### src/rtl/apb_pkg.sv
// Shared types and helpers for the APB memory slave.
// Optional error response is enabled with APB_SLVERR_EN.
package apb_pkg;

    typedef enum logic {
        IDLE,
        ACCESS
    } apb_state_e;

    localparam int BYTE_W = 8;

    function automatic int lane_cnt(input int data_w);
        return data_w / BYTE_W;
    endfunction

    function automatic int off_bits(input int data_w);
        return $clog2(data_w / BYTE_W);
    endfunction

endpackage

### src/rtl/apb_wait_ctr.sv
// Loadable down-counter that times the wait states of one transfer.
// Saturates at zero; zero drives pready in the access phase.
module apb_wait_ctr #(
    parameter int WAIT_W = 4
) (
    input  logic              clk,
    input  logic              rst_n,
    input  logic              load,
    input  logic [WAIT_W-1:0] load_val,
    input  logic              dec,
    output logic              zero
);

    logic [WAIT_W-1:0] cnt;

    always_ff @(posedge clk or negedge rst_n) begin
        if (!rst_n) begin
            cnt <= '0;
        end else if (load) begin
            cnt <= load_val;
        end else if (dec && cnt != '0) begin
            cnt <= cnt - 1'b1;
        end
    end

    assign zero = (cnt == '0);

endmodule

### src/rtl/apb_mem_slave.sv
// Parametrised APB slave with integrated word memory and wait states.
// Define APB_SLVERR_EN for out-of-range error responses.
module apb_mem_slave
    import apb_pkg::*;
#(
    parameter int ADDR_W = 8,
    parameter int DATA_W = 8,
    parameter int DEPTH  = 64,
    parameter int WAIT_W = 4
) (
    input  logic                  clk,
    input  logic                  rst_n,
    input  logic                  psel,
    input  logic                  penable,
    input  logic                  pwrite,
    input  logic [ADDR_W-1:0]     paddr,
    input  logic [DATA_W-1:0]     pwdata,
    input  logic [DATA_W/8-1:0]   pstrb,
    input  logic [WAIT_W-1:0]     wait_cycles,
    output logic [DATA_W-1:0]     prdata,
    output logic                  pready,
    output logic                  pslverr
);

    localparam int LANES = lane_cnt(DATA_W);
    localparam int OFF   = off_bits(DATA_W);
    localparam int IDX_W = ADDR_W - OFF;
    localparam int AW    = $clog2(DEPTH);

    apb_state_e state, next;

    logic [DATA_W-1:0] mem [DEPTH];

    logic [IDX_W-1:0]  idx;
    logic              wr;
    logic [DATA_W-1:0] wdata;
    logic [LANES-1:0]  strb;
    logic              zero;
    logic              setup;
    logic              commit;
    logic              err;
    logic              err_in;
    logic [IDX_W-1:0]  pidx;
    logic [DATA_W-1:0] rd_val;
    logic              unused;

    assign pidx  = paddr[ADDR_W-1:OFF];
    assign setup = (state == IDLE) && psel && !penable;

`ifdef APB_SLVERR_EN
    // Compare one bit wider so DEPTH == 2**IDX_W never truncates to 0.
    assign err_in = ({1'b0, pidx} >= (IDX_W+1)'(DEPTH));
    assign pslverr = pready && err;
`else
    assign err_in  = 1'b0;
    assign pslverr = 1'b0;
`endif

    assign rd_val = err_in ? '0 : mem[pidx[AW-1:0]];
    assign pready = (state == ACCESS) && zero;
    assign commit = pready && psel && penable && wr && !err;

    apb_wait_ctr #(
        .WAIT_W (WAIT_W)
    ) u_wait_ctr (
        .clk      (clk),
        .rst_n    (rst_n),
        .load     (setup),
        .load_val (wait_cycles),
        .dec      (state == ACCESS),
        .zero     (zero)
    );

    always_ff @(posedge clk or negedge rst_n) begin
        if (!rst_n) begin
            state <= IDLE;
        end else begin
            state <= next;
        end
    end

    always_comb begin
        next = state;
        case (state)
            IDLE: begin
                if (setup) begin
                    next = ACCESS;
                end
            end
            ACCESS: begin
                if (!psel) begin
                    next = IDLE;
                end else if (penable && zero) begin
                    next = IDLE;
                end
            end
            default: next = IDLE;
        endcase
    end

    always_ff @(posedge clk or negedge rst_n) begin
        if (!rst_n) begin
            idx    <= '0;
            wr     <= 1'b0;
            wdata  <= '0;
            strb   <= '0;
            err    <= 1'b0;
            prdata <= '0;
        end else if (setup) begin
            idx   <= pidx;
            wr    <= pwrite;
            wdata <= pwdata;
            strb  <= pstrb;
            err   <= err_in;
            if (!pwrite) begin
                prdata <= rd_val;
            end
        end
    end

    always_ff @(posedge clk) begin
        for (int i = 0; i < LANES; i++) begin
            if (commit && strb[i]) begin
                mem[idx[AW-1:0]][i*BYTE_W +: BYTE_W] <=
                    wdata[i*BYTE_W +: BYTE_W];
            end
        end
    end

    // Offset bits and, in the wrapping build, high index bits are unused.
    assign unused = ^{paddr, idx};

endmodule
### config.mk
export PLATFORM = sky130hd
export DESIGN_NAME = apb_mem_slave
export DESIGN_NICKNAME = d
export VERILOG_FILES = /design/src/rtl/apb_pkg.sv /design/src/rtl/apb_wait_ctr.sv /design/src/rtl/apb_mem_slave.sv
export SDC_FILE = /design/constraint.sdc
export NUM_CORES = 1
export LEC_CHECK = 0
export CAP_MARGIN = 20
export CORE_AREA = 3 3 248 250
export CTS_CLUSTER_DIAMETER = 60
export DETAILED_ROUTE_END_ITERATION = 8
export DIE_AREA = 0 0 251 253
export GPL_TIMING_DRIVEN = 1
export HOLD_SLACK_MARGIN = 0.03
export PLACE_DENSITY = 0.63
export SLEW_MARGIN = 20
export SYNTH_ARGS = -nofsm -noshare
export SYNTH_HDL_FRONTEND = slang
export SYNTH_SLANG_ARGS = --single-unit
### constraint.sdc
create_clock -name clk -period 2.32 [get_ports clk]
set_input_delay 0.696 -clock clk [delete_from_list [all_inputs] [get_ports clk]]
set_output_delay 0.696 -clock clk [all_outputs]
set_load 0.02 [all_outputs]
**Word level (Yosys, flattened, before mapping)**

Memories as Yosys holds them, arrays and structs flattened. A register that Yosys moved wholly into a read port is not among the register bits.
Index checks and enable logic that the tools add are counted.

- Register bits after elaboration: 21
- RAM bits: 512
- Output and inout bits: 10
- Memories: 1

Memories:

| name | words | width | rd ports | clocked after Yosys merged registers in | wr ports | line | text |
|---|---|---|---|---|---|---|---|
| mem | 64 | 8 | 1 | 1 | 1 | apb_mem_slave.sv:32 | `logic [DATA_W-1:0] mem [DEPTH];` |

- $add $sub $neg: 1
- Muxes and demuxes: 8
- Bitwise operators: 2
- Reductions and logical operators: 15

Operators by type and width:

| kind | count |
|---|---|
| $logic_and A1 B1 Y1 | 9 |
| $mux W4 | 2 |
| $mux W1 | 5 |
| $logic_not A4 Y1 | 1 |
| $reduce_bool A4 Y1 | 1 |
| $sub A4 B1 Y4 const B | 1 |
| $logic_not A1 Y1 | 2 |
| $not A1 Y1 | 2 |
| $pmux W1 S2 | 1 |
| $reduce_and A2 Y1 | 1 |
| $reduce_bool A2 Y1 | 1 |

**Depth between registers and ports, before layout**

Gate-level depths: netlist (run 1).

- Depth after elaboration: 8
- Mapped depth: 9
- Gate-level depth less buffers: 7

**By module**

Synthesis (run 1) repeated with hierarchy kept, for this count alone.

- Cells, all modules: 1130
- Area, all modules: 21394.3 sq um

Modules (own cells, without submodules):

| module | times used | cells an instance | area an instance (sq um) | sequential area each (sq um) |
|---|---|---|---|---|
| apb_mem_slave | 1 | 1103 | 21141.5 | 16000.3 |
| apb_wait_ctr | 1 | 27 | 252.7 | 100.1 |

**Worst setup path before layout (run 1)**

Ideal clock, no wire load.

- Kind: flip-flop to flip-flop
- Start: reg u_wait_ctr.cnt[0]
- End: mem mem[62][0], enable pin
- Setup time: 0.370 ns
- Data arrival time: 1.813 ns
- Slack: 0.137 ns
- Cell stages (with the launch flop): 8
- Period minus slack after synthesis: 2.183 ns
- Path through: dfrtp_1 -> inv_1 -> ha_1 -> and4bb_2 -> nand2_1 -> nor2_1 -> nand3_1 -> nor2_1

- Cells in the longest elaborated chain, start to end: 8

Ends and longest elaborated chain:

| element | line | text |
|---|---|---|
| from (decl) | apb_wait_ctr.sv:14 | `logic [WAIT_W-1:0] cnt;` |
| from (signal assigned) | apb_wait_ctr.sv:20 | `cnt <= load_val;` |
| from (signal assigned) | apb_wait_ctr.sv:22 | `cnt <= cnt - 1'b1;` |
| $logic_not A4 Y1 | apb_wait_ctr.sv:26 | `assign zero = (cnt == '0);` |
| $logic_and A1 B1 Y1 | apb_mem_slave.sv:60 | `assign pready = (state == ACCESS) && zero;` |
| via pready | apb_mem_slave.sv:21 | `output logic pready,` |
| $logic_and A1 B1 Y1 (3 in a row) | apb_mem_slave.sv:61 | `assign commit = pready && psel && penable && wr && !err;` |
| $logic_and A1 B1 Y1 | apb_mem_slave.sv:123 | `if (commit && strb[i]) begin` |
| $mux W1 | apb_mem_slave.sv:123 |  |
| $mux W1 (not written as such) | apb_mem_slave.sv:124 | `mem[idx[AW-1:0]][i*BYTE_W +: BYTE_W] <=` |
| to (decl) | apb_mem_slave.sv:32 |  |

The timed path passes the listed nets, and every way through them passes these cells.

**Final worst setup path (run 1)**

- Start: reg u_wait_ctr.cnt[1]
- End: out pready

- Cells in the longest elaborated chain, start to end: 2

Ends and longest elaborated chain:

| element | line |
|---|---|
| $logic_not A4 Y1 | apb_wait_ctr.sv:26 |
| $logic_and A1 B1 Y1 | apb_mem_slave.sv:60 |
| to (decl) | apb_mem_slave.sv:21 |

Every way passes these cells.

==> results.cfg, run 1 <==
[flow_run]
cap_violations = 0

[route]
drt_wl_total_um = 46510
dr.first_iter.drc_count = 1101
via_per_inst = 5.117
routedWlPerCell_um = 21.88
drcViolationCount = 0
ant_nets = 0
drt-pass1-iter-count = 5
overall_via_count_from_detail_route = 10880

[synthesis]
synth.ff_latch_count = 541
postSynth.asyncResetShare = 0.05360
share_of_synthesized_cell_area_in_full_adder_half_adder_and_majority_cells = 0.001171
synth-warning-count = 0
synth_top_cell_area_share = 0.7192
synth.avg_cell_area_um2 = 19.00
synthesis.nets = 1153
synthDominantAreaCellType = sky130_fd_sc_hd__edfxtp_1
dominantRegCellSynth = sky130_fd_sc_hd__edfxtp_1
yosys-mux-area-fraction = 0.1513
instance_count_of_the_mapped_netlist = 1125
yosys.area_share.xor_xnor = 0.0008194
synth_compound_gate_area_share = 0.03272
synth_edf_count = 512
dominant_cells_by_area_after_synthesis = sky130_fd_sc_hd__edfxtp_1, sky130_fd_sc_hd__mux2i_1, sky130_fd_sc_hd__mux4_2, sky130_fd_sc_hd__dfrtp_1, sky130_fd_sc_hd__a22oi_1
post_synth_and_or_nand_nor_area_fraction = 0.03927
yosysSeqAreaShare = 0.7531
yosys.cell_types.count = 40
synth.cell_area_um2 = 21380
synth_top_family_by_area = multiplexers

[global_route]
grtUsageTotal = 0.1462
remaining_global_route_overflow = 0
grt_first_pass_wirelength_um = 69570
first_global_vias = 11270
antenna_found_initial = 1
grt_start_max_net_pins = 66

[floorplanning]
floorplan.initialDensity = 0.3609
floorplan.die.width_um = 251
floorplan_die_area_um2 = 63500
boundaryPins = 36
die_height_um = 253
fp.coreArea_um2 = 59240
core.rowCount = 89

[finish]
final_common_cell = sky130_fd_sc_hd__edfxtp_1
area_growth_syn_to_layout_pct = 19.47
final_core_utilization = 0.4311
fin_area_um2 = 25540
post_route_cells_drive_above_1_share = 0.2655
finalNonFillerCells = 2126
most_used_cells_in_the_layout_excluding_fill_and_tap_cells = sky130_fd_sc_hd__edfxtp_1, sky130_fd_sc_hd__mux2i_1, sky130_fd_sc_hd__buf_4, sky130_fd_sc_hd__nor2_1, sky130_fd_sc_hd__a22oi_1
final_nets = 1342

[critical_path]
timing.reg2reg.worst_path_depth = 9
timing.reg2reg.setup_slack_ns = 0.06
critical-path-top-delay-family = flip-flops
endpoint_of_the_worst_slack_reg_to_reg_timing_path = mem[55][5]
worst-path-buf-inv = 2
timing.rr.start = u_wait_ctr.cnt[1]
critPathMaxFanout = 3
worst_setup_path_start_kind = register
critPathKind = register to output pin
crit_slowest_cell = sky130_fd_sc_hd__dfrtp_1
crit_arrival_ns = 1.61
worst-endpoint-required_ns = 1.62
setup.worst_path.end_class = output pin
cpPeakStageDelay_ns = 0.41
critical_path.cell_chain = inv_2, ha_4, and4bb_2, buf_6

[clock_tree]
numCtsBuffers = 52
cts_tree = done
worst_skew_pair.late_latency_ns = 0.58
htree_levels = 2
clock_tree.buffer_depth = 3
cts.root.buffer_cell = sky130_fd_sc_hd__clkbuf_16
clk_slew_on_worst_s_h_paths_ns = 0.06
clock_sinks = 541

[placed_design]
hpwlAfterDp_um = 30380
last_weighted_congestion_value_of_the_routability_driven_placer = 0.8643
detailed_place.area_um2 = 23830
dp_slack_ns = -0.3498
placedCellCount = 2029
placement.io_buffers = 32

[power_and_ir_drop]
powerDensity_nw_per_um2 = 856.2
power.ir.vdd_worst_mv = 0.6992
report.power.total_mw = 21.87
power.leakage_nw = 8.769

[timing]
fin_skew_ns = 0.02148
timing_max_transition_violations_final = 0
finalCriticalPeriod_ns = 2.303
fin_crit_sh = 0.9927
worst_hold_slack_ns = 0.1513
finalSetupViolCount = 0
final.setup.worst_slack_ns = 0.01685
max_freq_mhz = 434.2
finalHoldViolCount = 0
timing.max_slew.rel_slack = 0.4968
fin_tns_setup_ns = 0
rsz_0062_raised_after_global_routing = true
timing_worst_slew_pin_value_ns = 0.7547

[run_status]
run_status = finished clean

[hold_path]
holdCritPathClass = input pin to async pin
[synth_stat cells (all sizes together), types with 2 or more instances]
library cell,instances
and4,9
nand3,43
nand2,27
inv,5
buf,42
dfrtp,29
nor2b,6
mux4,64
ha,2
edfxtp,512
nand3b,4
a21oi,9
o211ai,8
mux2,17
o21ai,2
and2,2
clkbuf,24
nor2,74
a22oi,72
mux2i,160
[cells by family (layout without fill, tap and decap cells)]
family,Yosys count,after routing
other,1,2
adder cells (fa/ha/maj),2,2
buffers and inverters,71,298
multiplexers,241,241
AND/OR/NAND/NOR,173,173
flip-flops,541,541
XOR/XNOR,2,2
AO/OA/AOI/OAI,94,94
[layout make-up]
type,instances,area (um^2)
inverters,5,18.77
multi-input cells,513,4842
fillers,5117,33700
well taps,773,967.2
repair buffers,201,1923
clock inverters,32,314.1
diodes,1,2.502
flip-flops and latches,541,16110
clock buffers,60,1363
[worst reg2reg max path, delay by kind of cell (launching register included)]
family / cells / cell delay [ns]
fa+ha+maj: 1 / 0.14
flops: 1 / 0.41
simple gates: 4 / 0.76
buf+inv: 4 / 0.65
[sequential cells by signal, indices dropped and copies added (netlist names)]
name	cells
mem	512
prdata	8
wdata	8
idx	6
u_wait_ctr.cnt	4
state	1
strb	1
wr	1
[metal layers]
metal,wire [um],track usage,part of all wire
met1,19850,0.1971,0.43
met2,22930,0.2474,0.49
met3,2699,0.02239,0.058
met4,1030,0.04243,0.022
met5,0,0,0
[worst max path at each step]
stage	startpoint	endpoint	slack, ns	depth (start not counted)
finish	u_wait_ctr.cnt[1]	pready	0.02	4
global route	u_wait_ctr.cnt[0]	pready	-0.04	4
CTS	u_wait_ctr.cnt[0]	pready	-0.04	4
detailed placement	penable	mem[55][0]	-0.35	7
global placement	penable	mem[55][5]	-0.33	7
floorplan	u_wait_ctr.cnt[0]	mem[62][0]	0.14	7
[timing repair]
| item | in CTS | in global routing |
|---|---|---|
| buffers inserted | 0 | 4 |
| hold buffers | 0 | 0 |
| setup endpoints to repair | 9 | 41 |
| gates resized for setup | 16 | 3 |
| pin swaps | 0 | 1 |
[where the power goes]
part           switching, mW  internal (mW)  total (mW)
sequential             0.360           11.3        11.7
clock                   3.46           4.86        8.32
combinational           1.15          0.743        1.89
Note: power is estimated with default switching activity, not from simulation.
==> run 2, diff against run 1 <==
- CAP_MARGIN: 20 -> 5
- CORE_AREA: 3 3 248 250 -> 3 3 271 273
- DIE_AREA: 0 0 251 253 -> 0 0 274 276
- PLACE_DENSITY: 0.63 -> 0.56
==> results.cfg, run 2 (synthesized netlist as in run 1, its figures left out) <==
[placed_design]
last_weighted_congestion_value_of_the_routability_driven_placer = 0.7999
hpwlAfterDp_um = 31400
placement.io_buffers = 32
dp_slack_ns = -0.4543

[flow_run]
cap_violations = 0

[timing]
timing_worst_slew_pin_value_ns = 0.9402
final.setup.worst_slack_ns = 0.02467
finalSetupViolCount = 0
fin_tns_setup_ns = 0
fin_skew_ns = 0.01898
rsz_0062_raised_after_global_routing = true
finalHoldViolCount = 0
timing.max_slew.rel_slack = 0.3732
finalCriticalPeriod_ns = 2.295
max_freq_mhz = 435.7
fin_crit_sh = 0.9894
worst_hold_slack_ns = 0.5019
timing_max_transition_violations_final = 0

[clock_tree]
clk_slew_on_worst_s_h_paths_ns = 0.06
htree_levels = 2
cts.root.buffer_cell = sky130_fd_sc_hd__clkbuf_16
worst_skew_pair.late_latency_ns = 0.61
clock_tree.buffer_depth = 3
numCtsBuffers = 57
clock_sinks = 541
cts_tree = done

[power_and_ir_drop]
power.ir.vdd_worst_mv = 0.5740
power_frac_seq = 0.524
netSwitchingFraction = 0.2303
clock_power_share = 0.395
power.switching_mw = 5.156
powerDensity_nw_per_um2 = 865.1
report.power.total_mw = 22.39
power.combinational.fraction = 0.081
power.internal_mw = 17.23
power.leakage_nw = 8.800

[global_route]
antenna_found_initial = 2
grt_start_max_net_pins = 65
grt_first_pass_wirelength_um = 73240
first_global_vias = 11380
grtUsageTotal = 0.1287
remaining_global_route_overflow = 0

[floorplanning]
core.rowCount = 98
floorplan.initialDensity = 0.2996
floorplan.die.width_um = 274
floorplan_die_area_um2 = 75620
fp.coreArea_um2 = 71360
die_height_um = 276
boundaryPins = 36

[route]
ant_nets = 0
overall_via_count_from_detail_route = 10810
via_per_inst = 4.678
drcViolationCount = 0
drt_wl_total_um = 48770
dr.first_iter.drc_count = 813
routedWlPerCell_um = 21.11
drt-pass1-iter-count = 5

[critical_path]
crit_arrival_ns = 1.60
timing.reg2reg.setup_slack_ns = 0.12
critical_path.cell_chain = inv_2, ha_4, and4bb_2, buf_6
endpoint_of_the_worst_slack_reg_to_reg_timing_path = mem[14][7]
worst_setup_path_endpoint = pready
crit_slowest_cell = sky130_fd_sc_hd__dfrtp_1
timing.reg2reg.worst_path_depth = 11
critical-path-top-delay-family = flip-flops
worst_setup_path_start_kind = register
setup.worst_path.start = u_wait_ctr.cnt[0]
critPathMaxFanout = 3
setup.worst_path.end_class = output pin
critical_path_cell_count = 4
timing.rr.start = u_wait_ctr.cnt[0]
worst-endpoint-required_ns = 1.62
cpPeakStageDelay_ns = 0.40
critPathKind = register to output pin
worst-path-buf-inv = 2

[finish]
final_common_cell = sky130_fd_sc_hd__edfxtp_1
fill_cells = 6665
largest_register_ffs = 512
post_route_cells_drive_above_1_share = 0.2627
final_nets = 1344
most_used_cells_in_the_layout_excluding_fill_and_tap_cells = sky130_fd_sc_hd__edfxtp_1, sky130_fd_sc_hd__mux2i_1, sky130_fd_sc_hd__buf_4, sky130_fd_sc_hd__a22oi_1, sky130_fd_sc_hd__nor2_1
area_growth_syn_to_layout_pct = 21.06

[run_status]
run_status = finished clean

[hold_path]
holdCritPathClass = input pin to async pin
run 2: cell count changes in the layout (fill, tap and decap cells not counted), sizes merged:
cell / delta
clkbuf: +15
clkinv: -5
buf: -4
inv: +2
bufinv: -1
clkdlybuf4s50: +1
clkinvlp: -1
run 2: routing by layer:
metal | track usage | routed length, um | vias up
li1 | - | - | 4900
met1 | 0.1810 | 22490 | 5619
met2 | 0.2078 | 23340 | 210
met3 | 0.02135 | 2038 | 75
met4 | 0.03267 | 894 | 2
met5 | 0 | 13 | -
run 2: power groups by stage:
| stage | clock network, mW | logic, mW | registers, mW |
|---|---|---|---|
| 2_1_floorplan | 0 | 0.783 | 11.9 |
| 3_3_place_gp | 0 | 1.76 | 11.9 |
| 3_5_place_dp | 0 | 1.80 | 11.9 |
| 6_report | 8.84 | 1.81 | 11.7 |
| 4_1_cts | 9.07 | 1.78 | 11.7 |
| 5_1_grt | 9.50 | 1.95 | 11.8 |
run 2: worst min path at each step:
stage                              to  slack [ns]   from
finish                          state        0.50  rst_n
detailed placement               strb        0.51   strb
global placement                 strb        0.49   strb
CTS                 u_wait_ctr.cnt[0]        0.47  rst_n
floorplan                      idx[0]        0.40  rst_n
global route        u_wait_ctr.cnt[0]        0.52  rst_n
run 2: area by class of cell:
| cell class | count | area, um^2 | share of cell area |
|---|---|---|---|
| Clock inverter | 27 | 274.0 | 0.01059 |
| Clock buffer | 75 | 1536 | 0.05937 |
| Tap cell | 950 | 1189 | 0.04593 |
| Inverter | 5 | 18.77 | 0.0007252 |
| Multi-Input combinational cell | 513 | 4848 | 0.1873 |
| Antenna cell | 1 | 2.502 | 0.00009669 |
| Sequential cell | 541 | 16110 | 0.6225 |
| Timing Repair Buffer | 198 | 1901 | 0.07344 |
run 2: repair_timing:
item | 4_1_cts | 5_1_grt
buffers inserted | 1 | 3
endpoints found under the setup margin | 9 | 226
gates resized for setup | 16 | 8
hold buffers | 0 | 0
run 2: worst reg2reg max path: stages (launching register included):
cell	delay (ns)
sky130_fd_sc_hd__dfrtp_1	0.40
sky130_fd_sc_hd__inv_2	0.09
sky130_fd_sc_hd__ha_4	0.13
sky130_fd_sc_hd__and4bb_2	0.25
sky130_fd_sc_hd__buf_4	0.13
sky130_fd_sc_hd__nand2_1	0.05
sky130_fd_sc_hd__nor2_1	0.09
sky130_fd_sc_hd__buf_4	0.14
sky130_fd_sc_hd__nand3_1	0.08
sky130_fd_sc_hd__buf_4	0.20
sky130_fd_sc_hd__nor2_1	0.11
sky130_fd_sc_hd__buf_4	0.20
run 2: metrics by stage:
stage | utilization | instances | cell area, um^2
floorplan | - | 1125 | 21380
global placement | 0.3365 | 2203 | 24020
detailed placement | 0.3365 | 2203 | 24020
CTS | 0.3619 | 2306 | 25830
global route | 0.3626 | 2309 | 25880
finish | 0.3626 | 2310 | 25880
==> run 3, diff against run 2 <==
- CORE_AREA: 3 3 271 273 -> 4 4 246 248
- DIE_AREA: 0 0 274 276 -> 0 0 250 252
- PLACE_DENSITY: 0.56 -> 0.64
==> results.cfg, run 3 (synthesized netlist as in run 1, its figures left out) <==
[critical_path]
critPathMaxFanout = 2
critical_path.cell_chain = inv_2, ha_4, and4bb_2, buf_6
timing.reg2reg.worst_path_depth = 9
cpPeakStageDelay_ns = 0.39
worst-endpoint-required_ns = 1.62
setup.worst_path.end_class = output pin
worst_setup_path_start_kind = register
critPathKind = register to output pin
setup.worst_path.start = u_wait_ctr.cnt[1]
endpoint_of_the_worst_slack_reg_to_reg_timing_path = mem[61][3]
timing.rr.start = u_wait_ctr.cnt[1]
worst_setup_path_endpoint = pready
timing.reg2reg.setup_slack_ns = 0.12
crit_arrival_ns = 1.62
crit_slowest_cell = sky130_fd_sc_hd__dfrtp_1

[clock_tree]
clock_sinks = 541
numCtsBuffers = 51
htree_levels = 2
worst_skew_pair.late_latency_ns = 0.59
cts_tree = done
cts_hold_repair.buffers = 0
cts.root.buffer_cell = sky130_fd_sc_hd__clkbuf_16
clock_tree.buffer_depth = 3
clk_slew_on_worst_s_h_paths_ns = 0.06

[power_and_ir_drop]
power.ir.vdd_worst_mv = 0.7625
powerDensity_nw_per_um2 = 842.0
power.leakage_nw = 8.720
report.power.total_mw = 21.47

[global_route]
remaining_global_route_overflow = 0
antenna_found_initial = 0
first_global_vias = 11290
grt_start_max_net_pins = 41
grtUsageTotal = 0.1451
grt_first_pass_wirelength_um = 69750

[finish]
post_route_cells_drive_above_1_share = 0.2651
largest_register_ffs = 512
most_used_cells_in_the_layout_excluding_fill_and_tap_cells = sky130_fd_sc_hd__edfxtp_1, sky130_fd_sc_hd__mux2i_1, sky130_fd_sc_hd__buf_4, sky130_fd_sc_hd__a22oi_1, sky130_fd_sc_hd__nor2_1
area_growth_syn_to_layout_pct = 19.28
antenna_cells_inserted = 0
final_nets = 1345
fill_cells = 4986
fin_area_um2 = 25500
finalNonFillerCells = 2131
final_common_cell = sky130_fd_sc_hd__edfxtp_1
final_core_utilization = 0.4362

[run_status]
run_status = finished clean

[placed_design]
placedCellCount = 2033
hpwlAfterDp_um = 30800
placement.io_buffers = 32
detailed_place.area_um2 = 23860
last_weighted_congestion_value_of_the_routability_driven_placer = 0.8550

[floorplanning]
boundaryPins = 36
die_height_um = 252
floorplan.initialDensity = 0.3657
floorplan.die.width_um = 250
fp.coreArea_um2 = 58460
core.rowCount = 89
floorplan_die_area_um2 = 63000

[timing]
fin_skew_ns = 0.02242
timing.max_slew.rel_slack = 0.4704
fin_crit_sh = 0.9980
finalCriticalPeriod_ns = 2.315
worst_hold_slack_ns = 0.4997
finalSetupViolCount = 0
rsz_0062_raised_after_global_routing = true
timing_max_transition_violations_final = 0
timing_worst_slew_pin_value_ns = 0.7944
finalHoldViolCount = 0
max_freq_mhz = 431.9

[route]
ant_nets = 0
dr.first_iter.drc_count = 838
routedWlPerCell_um = 21.51
via_per_inst = 5.091
drt-pass1-iter-count = 5
drt_wl_total_um = 45830
drcViolationCount = 0
overall_via_count_from_detail_route = 10850

[flow_run]
cap_violations = 0

[hold_path]
holdCritPathClass = register to register
holdCritStartpoint = strb
holdPathStages = 1
==> run 3: cell count changes in the layout (fill, tap and decap cells not counted), moves of 2 or more <==
cell	delta
sky130_fd_sc_hd__clkbuf_16	-8
sky130_fd_sc_hd__buf_4	+6
sky130_fd_sc_hd__clkbuf_1	-6
sky130_fd_sc_hd__clkinv_2	+5
sky130_fd_sc_hd__clkinvlp_4	+3
sky130_fd_sc_hd__inv_6	-2
==> run 3: what timing repair did <==
item,4_1_cts,5_1_grt
buffers inserted,3,1
pin swaps,1,0
gates resized for setup,19,4
setup endpoints to repair,17,63
==> run 3: final cells by class <==
cell class | instances | area (um^2) | area share
sequential | 541 | 16110 | 0.6318
clock buffer | 61 | 1314 | 0.05152
clock inverter | 33 | 275.3 | 0.01079
multi-input combinational | 513 | 4850 | 0.1902
inverter | 5 | 18.77 | 0.0007360
tap | 773 | 967.2 | 0.03793
timing repair buffer | 205 | 1966 | 0.07708
==> run 3: through the flow <==
step | setup TNS (ns) | setup slack (ns)
finish | 0 | 0.004562
global route | -0.04832 | -0.04832
CTS | -0.02930 | -0.02930
detailed placement | -184.61 | -0.4823
global placement | -182.76 | -0.4625
floorplan | 0 | 0.1367
==> run 3: worst min-delay path by stage <==
stage	end	slack [ns]
floorplan	idx[0]	0.40
global placement	strb	0.49
detailed placement	strb	0.49
CTS	prdata[2]	0.49
global route	idx[0]	0.53
finish	strb	0.50
==> run 3: metal layers <==
metal,GRT usage,part of all wire,up-vias
li1,-,-,4902
met1,0.2008,0.43,5614
met2,0.2412,0.49,259
met3,0.02103,0.052,74
met4,0.04359,0.024,0
met5,0,0,-
==> run 3: power breakdown <==
part / leakage [nW] / switching (mW) / internal, mW
sequential: 4.95 / 0.433 / 11.3
combinational: 3.00 / 1.05 / 0.746
clock: 0.775 / 3.45 / 4.49
==> run 3: worst max-delay path, delay by kind of cell (launching register included) <==
family | cells | cell delay (ns)
fa+ha+maj | 1 | 0.13
flops | 1 | 0.39
simple gates | 1 | 0.29
buf+inv | 2 | 0.23
